$ cat src/rtl/alu_nibble_sequencer.sv
// alu_nibble_sequencer: runs one W-bit operation (W = 4*NIBBLES) as NIBBLES back-to-back passes
// through an external 4-bit combinational ALU. Nibble 0 goes first, and each pass's CarryOUT feeds
// the next pass's CarryIN. The final nibble's CarryOUT and overflow become the wide flags.
// Optional feature macro: ALU_SEQ_ZERO_FLAG_EN adds a registered 'zero' output (result == 0).
//
// Handshake: start is sampled on each rising clk edge. It is accepted only in IDLE or DONE, and
// is ignored (not queued) in RUN. done is a one-cycle pulse in the DONE state, the cycle after
// the result and flags registers update. Holding start high through DONE chains the next operation
// with no idle cycle.
module alu_nibble_sequencer #(
  parameter int NIBBLES = 4,
  localparam int W      = 4 * NIBBLES,
  localparam int IDX_W  = $clog2(NIBBLES) + 1
) (
  input  logic         clk,
  input  logic         rst,
  input  logic         start,
  input  logic [W-1:0] op_a,
  input  logic [W-1:0] op_b,
  input  logic [2:0]   op_code,
  input  logic         carry_in,
  output logic         busy,
  output logic         done,
  output logic [W-1:0] result,
  output logic         carry_out,
  output logic         overflow,
`ifdef ALU_SEQ_ZERO_FLAG_EN
  output logic         zero,
`endif
  output logic [3:0]   alu_a,
  output logic [3:0]   alu_b,
  output logic         alu_cin,
  output logic [2:0]   alu_op,
  input  logic [3:0]   alu_y,
  input  logic         alu_cout,
  input  logic         alu_ovf,
  output logic [1:0]   dbg_state
);

  typedef enum logic [1:0] {
    S_IDLE = 2'd0,
    S_RUN  = 2'd1,
    S_DONE = 2'd2
  } state_t;

  state_t             state_q, state_d;
  logic [IDX_W-1:0]   idx_q, idx_d;
  logic [W-1:0]       a_q, a_d;
  logic [W-1:0]       b_q, b_d;
  logic [2:0]         op_q, op_d;
  logic               carry_q, carry_d;
  logic [W-1:0]       work_q, work_d;
  logic [W-1:0]       result_q, result_d;
  logic               cout_q, cout_d;
  logic               ovf_q, ovf_d;
`ifdef ALU_SEQ_ZERO_FLAG_EN
  logic               zero_q, zero_d;
`endif

  // State and datapath registers; reset aborts any operation in flight and clears the result.
  always_ff @(posedge clk or posedge rst) begin
    if (rst) begin
      state_q  <= S_IDLE;
      idx_q    <= '0;
      a_q      <= '0;
      b_q      <= '0;
      op_q     <= '0;
      carry_q  <= 1'b0;
      work_q   <= '0;
      result_q <= '0;
      cout_q   <= 1'b0;
      ovf_q    <= 1'b0;
`ifdef ALU_SEQ_ZERO_FLAG_EN
      zero_q   <= 1'b0;
`endif
    end else begin
      state_q  <= state_d;
      idx_q    <= idx_d;
      a_q      <= a_d;
      b_q      <= b_d;
      op_q     <= op_d;
      carry_q  <= carry_d;
      work_q   <= work_d;
      result_q <= result_d;
      cout_q   <= cout_d;
      ovf_q    <= ovf_d;
`ifdef ALU_SEQ_ZERO_FLAG_EN
      zero_q   <= zero_d;
`endif
    end
  end

  // Next-state, ALU drive and nibble capture; the ALU inputs are zero outside RUN.
  always_comb begin
    state_d  = state_q;
    idx_d    = idx_q;
    a_d      = a_q;
    b_d      = b_q;
    op_d     = op_q;
    carry_d  = carry_q;
    work_d   = work_q;
    result_d = result_q;
    cout_d   = cout_q;
    ovf_d    = ovf_q;
`ifdef ALU_SEQ_ZERO_FLAG_EN
    zero_d   = zero_q;
`endif
    alu_a    = 4'h0;
    alu_b    = 4'h0;
    alu_cin  = 1'b0;
    alu_op   = 3'b000;

    case (state_q)
      S_IDLE, S_DONE: begin
        if (start) begin
          a_d     = op_a;
          b_d     = op_b;
          op_d    = op_code;
          carry_d = carry_in;
          idx_d   = '0;
          work_d  = '0;
          state_d = S_RUN;
        end else begin
          state_d = S_IDLE;
        end
      end
      S_RUN: begin
        // Constant-index slice selection keeps every part-select in range.
        for (int n = 0; n < NIBBLES; n++) begin
          if (idx_q == IDX_W'(n)) begin
            alu_a             = a_q[4*n +: 4];
            alu_b             = b_q[4*n +: 4];
            work_d[4*n +: 4]  = alu_y;
          end
        end
        alu_cin = carry_q;
        alu_op  = op_q;
        carry_d = alu_cout;
        idx_d   = idx_q + IDX_W'(1);
        if (idx_q == IDX_W'(NIBBLES - 1)) begin
          result_d = work_d;
          cout_d   = alu_cout;
          ovf_d    = alu_ovf;
`ifdef ALU_SEQ_ZERO_FLAG_EN
          zero_d   = (work_d == '0);
`endif
          state_d  = S_DONE;
        end
      end
      default: state_d = S_IDLE;
    endcase
  end

  assign busy      = (state_q == S_RUN);
  assign done      = (state_q == S_DONE);
  assign result    = result_q;
  assign carry_out = cout_q;
  assign overflow  = ovf_q;
`ifdef ALU_SEQ_ZERO_FLAG_EN
  assign zero      = zero_q;
`endif
  assign dbg_state = state_q;

endmodule

$ cat config.mk
export PLATFORM = sky130hd
export DESIGN_NAME = alu_nibble_sequencer
export DESIGN_NICKNAME = d
export VERILOG_FILES = /design/src/rtl/alu_nibble_sequencer.sv
export SDC_FILE = /design/constraint.sdc
export NUM_CORES = 1
export LEC_CHECK = 0
export BUFFER_PORTS_ARGS = -buffer_cell sky130_fd_sc_hd__buf_2
export CAP_MARGIN = 20
export CORE_MARGIN = 2
export CORE_UTILIZATION = 25
export CTS_BUF_LIST = sky130_fd_sc_hd__clkbuf_16
export DETAILED_ROUTE_END_ITERATION = 8
export HOLD_SLACK_MARGIN = 0.15
export PLACE_DENSITY_LB_ADDON = 0.2
export SETUP_SLACK_MARGIN = 0.15
export SYNTH_ARGS = -nofsm -noshare
export SYNTH_HDL_FRONTEND = slang
export SYNTH_SLANG_ARGS = --single-unit
$ cat constraint.sdc
create_clock -name clk -period 1.9 [get_ports clk]
set_input_delay 0.19 -clock clk [delete_from_list [all_inputs] [get_ports clk]]
set_output_delay 0.19 -clock clk [all_outputs]
set_load 0.01 [all_outputs]
# Yosys cells after proc, flatten, opt, wreduce, memory -nomap -nowiden
# Index checks and enable logic that the tools add are counted.
word_totals:
  regBits: 75
  input_bits: 45
  out_inout_bits: 34
  word_cells: 50
classes:
  n_addsub: 1
  n_eq_ne: 7
  mux: 25
  reduce_logical: 7
op_table:
  columns: ["op", "count"]
  rows:
  - ["4-bit 2-to-1 mux", 14]
  - ["16-bit one-hot mux with 2 select lines", 1]
  - ["16-bit 2-to-1 mux", 1]
  - ["3-bit by 2-bit == test with 1-bit output, second input constant", 2]
  - ["3-bit 2-to-1 mux", 2]
  - ["3-bit one-hot mux with 2 select lines", 1]
  - ["2-bit AND reduction", 3]
  - ["2-bit one-hot mux with 2 select lines", 1]
  - ["3-bit by 1-bit adder with 3-bit output, second input constant", 1]
  - ["3-bit by 1-bit == test with 1-bit output, second input constant", 1]
  - ["3-bit logical NOT", 1]
  - ["1-bit 2-to-1 mux", 3]
  - ["2-bit by 1-bit == test with 1-bit output, second input constant", 1]
  - ["2-bit == test, second input constant", 1]
  - ["2-bit logical NOT", 1]
  - ["2-bit 2-to-1 mux", 1]
  - ["2-bit by 1-bit inequality test with 1-bit output, second input constant", 1]
  - ["2-bit inequality test, second input constant", 1]
  - ["1-bit one-hot mux with 2 select lines", 1]
  - ["2-bit nonzero test", 1]
  - ["2-bit OR reduction", 1]

# Longest topological paths before layout
logic_depth:
  ltp_word: 6
  depth_mapped: 7
  mapped_depth_nobuf: 6

# Least setup slack after synthesis
# Ideal clock, no wire load.
synth_timing:
  kind: "reg2out"
  start: "register idx_q[0]"
  end: "output port alu_b[0]"
  arrival_ps: 1395
  t_required_ps: 1710
  slack_ps: 315
  stages_incl_launch_ff: 7
  n_path_buf: 1
  path_cell_list: "dfrtp_1 > ha_1 > ha_1 > nand3b_1 > inv_2 > buf_2 > a32o_1"
synth_between:
  elab_chain_len: 6
  elab_cells_between_ends: 9
  cone_classes: "3 x eq/ne; 5 x mux; 1 x reduce/logical"
synth_rtl:
  columns: ["item", "line", "text"]
  rows:
  - ["start: declaration", "47", "logic [IDX_W-1:0] idx_q, idx_d;"]
  - ["start signal: assignment", "78", "idx_q <= idx_d;"]
  - ["3-bit logical NOT", "130", "if (idx_q == IDX_W'(n)) begin"]
  - ["4-bit 2-to-1 mux (3 in a row)", "130", null]
  - ["4-bit 2-to-1 mux *", "130", null]
  - ["4-bit 2-to-1 mux *", "113", "case (state_q)"]
  - ["end: declaration", "31", "output logic [3:0] alu_b,"]
# Mark *: on every way between the ends. The rest lies on a longest branch, timed or not.

# Worst setup path after layout
layout_timing:
  start: "register idx_q[1]"
  end: "output port alu_b[1]"
# The elaborated chain is that of the path after synthesis.

==> impl_metrics.yaml <==
run:
  max_cap_violations: 0
finish:
  drive_above_1_share_pct: 28.8
  fillers: 1362
  layout_commonest_cell: "nand2_1"
  antenna_cells: 0
  nets: 519
  layout_common_cells: "145 x nand2_1, 78 x buf_2, 70 x dfrtp_1"
  areaGrowthSynthToFinish_pct: 42.1
synth:
  syn_inst: 348
  ys_warn_count: 0
  synth_area_um2: 3280
  synth_seq_cells: 71
  syn_avg_cell_area_um2: 9.43
  syn-num-nets: 398
  synth_top_area_share_pct: 54.1
  yosysSeqAreaShare_pct: 54.1
  yosys.area.top_type: "dfrtp_1"
  synth_cell_types: 30
  synth_area_leaders: "dfrtp_1 54%, nand2_1 17%, mux2i_1 3.7%"
worst_setup_path:
  crit_required_ns: 1.71
  crit_chain: "ha_2 > ha_4 > nand3b_1 > inv_4 > a32o_2 > buf_2"
  cp_slowest_cell: "dfrtp_2"
  end_kind: "output pin"
  crit_arrival_ns: 1.78
  worst-path-buf-inv: 2
  max_stage_delay_ns: 0.44
  worstSetupStartpointType: "flop"
  path_max_fanout: 9
  criticalPathCategory: "flop to output pin"
  path_delay_family: "flip-flops"
clocking:
  cts_tree: "done"
  clk_path_buf_depth: 2
  cts-buffers-inserted: 9
  clk_transition_reported_paths_ns: 0.06
  clock-root-buffer: "clkbuf_16"
  clock_latency_ns: 0.33
  cts_sinks: 71
  cts_max_level: 3
placed_design:
  gp_congestion: 0.731
  port_buffers: 78
  hpwl_um: 5760
grt:
  grt_util_met3_pct: 3.96
  grt_first_pass_wirelength_um: 14100
  antenna_found_initial: 0
  grt_use_met1_pct: 15.7
  grt_usage_pct: 12.8
  grt_max_degree: 72
  grt-ovfl-total: 0
  grt.busiest_layer: "met2"
  grt_use_met2_pct: 21.6
  grt_pass1_vias: 2814
route:
  wirelength_um: 8550
  viasPerCell: 4.26
  ant_nets: 0
  drc: 0
  firstDrtPassIters: 4
  drt_iter0_drc: 103
  wl_per_cell_um: 13.3
  vias: 2746
floorplan:
  die_area_um2: 14100
  die_x_um: 119
  die_h_um: 119
  initial_core_util_pct: 25.8
  io_pins: 79
  num_rows: 41
  core_area_um2: 12700
power_and_ir_drop:
  p_leak_nw: 2.33
  p_per_area_nw_per_um2: 1610
  total_power_mw: 7.53
  peakVddDrop_v: 0.000685
status:
  status: "complete, but fails checks"
  violations: "setup timing"
timing:
  fin_skew_ns: 0.00614
  hold_viol: 0
  rsz0062_at_grt: "yes"
  slew_viol_final: 0
  hold_ws_ns: 0.161
  setup_violations: 8
  fmax_ghz: 0.508
  worst_pin_slew_ns: 0.383
  post-route-min-period_ns: 1.97
  layout_setup_ws_ns: -0.0673
  fin_crit_sh_pct: 104
  slew_headroom_pct: 74.4
min_path:
  hold_class: "primary input to flop"
==> routing by layer <==
layer	part of all wire (%)	routed length, um
met1	47	3980
met5	0	0
met2	48	4060
met3	4.5	388
met4	1.4	119
==> tightest hold or removal path: stages <==
cell     delay, ns
buf_2         0.16
nand2_1       0.07
nand2_1       0.04
==> flip-flops by register name (all words and copies together) (netlist names) <==
signal and cells:
a_q 16, b_q 16, carry_out 1, carry_q 1, dbg_state 2, idx_q 3
op_q 3, overflow 1, result 16, work_q 12
==> final timing paths <==
kind	slack [ns]	from	cells past startpoint	endpoint
max	-0.07	idx_q[1]	6	alu_b[1]
min	0.16	alu_y[2]	3	result[14]
max reg2reg	0.17	idx_q[1]	7	work_q[4]
min reg2reg	0.46	op_q[0]	2	op_q[0]
max in group asynchronous	1.06	rst	4	idx_q[1]
min in group asynchronous	0.54	rst	4	carry_out
==> report_power, final <==
part           leakage, nW  internal (mW)  switching (mW)
sequential           0.888           2.21           0.402
combinational         1.30           1.66            1.81
clock                0.138          0.849           0.592
==> timing repair <==
item,CTS,global route
resized for setup,24,14
hold buffers,39,0
hold endpoints to repair,109,0
pin swaps,2,1
buffers inserted,5,1
setup endpoints to repair,13,20
gates cloned,0,0
==> metrics by stage <==
step	instance area [um^2]	std cells	utilization, %	TNS (ns)	setup slack [ns]
2_1_floorplan	3290	348	-	0	0.315
3_3_place_gp	3870	585	30.4	0	0.112
3_5_place_dp	3870	585	30.4	0	0.102
4_1_cts	4600	644	36.2	-0.482	-0.0722
5_1_grt	4660	645	36.7	-1.05	-0.144
6_report	4660	645	36.7	-0.418	-0.0673
==> logic make-up after synthesis <==
kind of cell | count (synthesis) | share of synthesized area, %
AND/OR/NAND/NOR | 172 | 22.3
flip-flops | 71 | 54.1
AO/OA/AOI/OAI | 53 | 10.9
buffers and inverters | 32 | 5.79
multiplexers | 15 | 4.92
adder cells (fa/ha/maj) | 5 | 1.91
==> synth_stat cells <==
| library cell | count |
|---|---|
| nor2_1 | 2 |
| inv_1 | 4 |
| mux2i_1 | 12 |
| a32o_1 | 8 |
| clkbuf_1 | 9 |
| ha_1 | 5 |
| and2_1 | 5 |
| a22o_1 | 13 |
| and2_4 | 2 |
| mux2i_2 | 3 |
| inv_8 | 1 |
| inv_2 | 1 |
| or2b_1 | 2 |
| o21ai_1 | 12 |
| buf_6 | 5 |
| and2b_4 | 1 |
| nand3_1 | 1 |
| nand2b_2 | 1 |
| nand2_1 | 145 |
| nor3_4 | 1 |
| nor2b_1 | 4 |
| buf_4 | 4 |
| a31oi_1 | 1 |
| a21oi_1 | 8 |
| nand2b_1 | 7 |
| buf_2 | 8 |
| o21ai_0 | 10 |
| o2bb2ai_1 | 1 |
| dfrtp_1 | 71 |
| nand3b_1 | 1 |
==> cell type report <==
type / count / area (um^2) / share of cell area, %
flip-flops and latches: 71 / 1780 / 38.1
multi-input cells: 245 / 1400 / 30.1
repair buffers: 136 / 976 / 20.9
clock buffers: 9 / 225 / 4.83
well taps: 172 / 215 / 4.61
inverters: 6 / 41.3 / 0.885
clock inverters: 6 / 23.8 / 0.510
No activity file was read; power rests on OpenSTA's default activity.
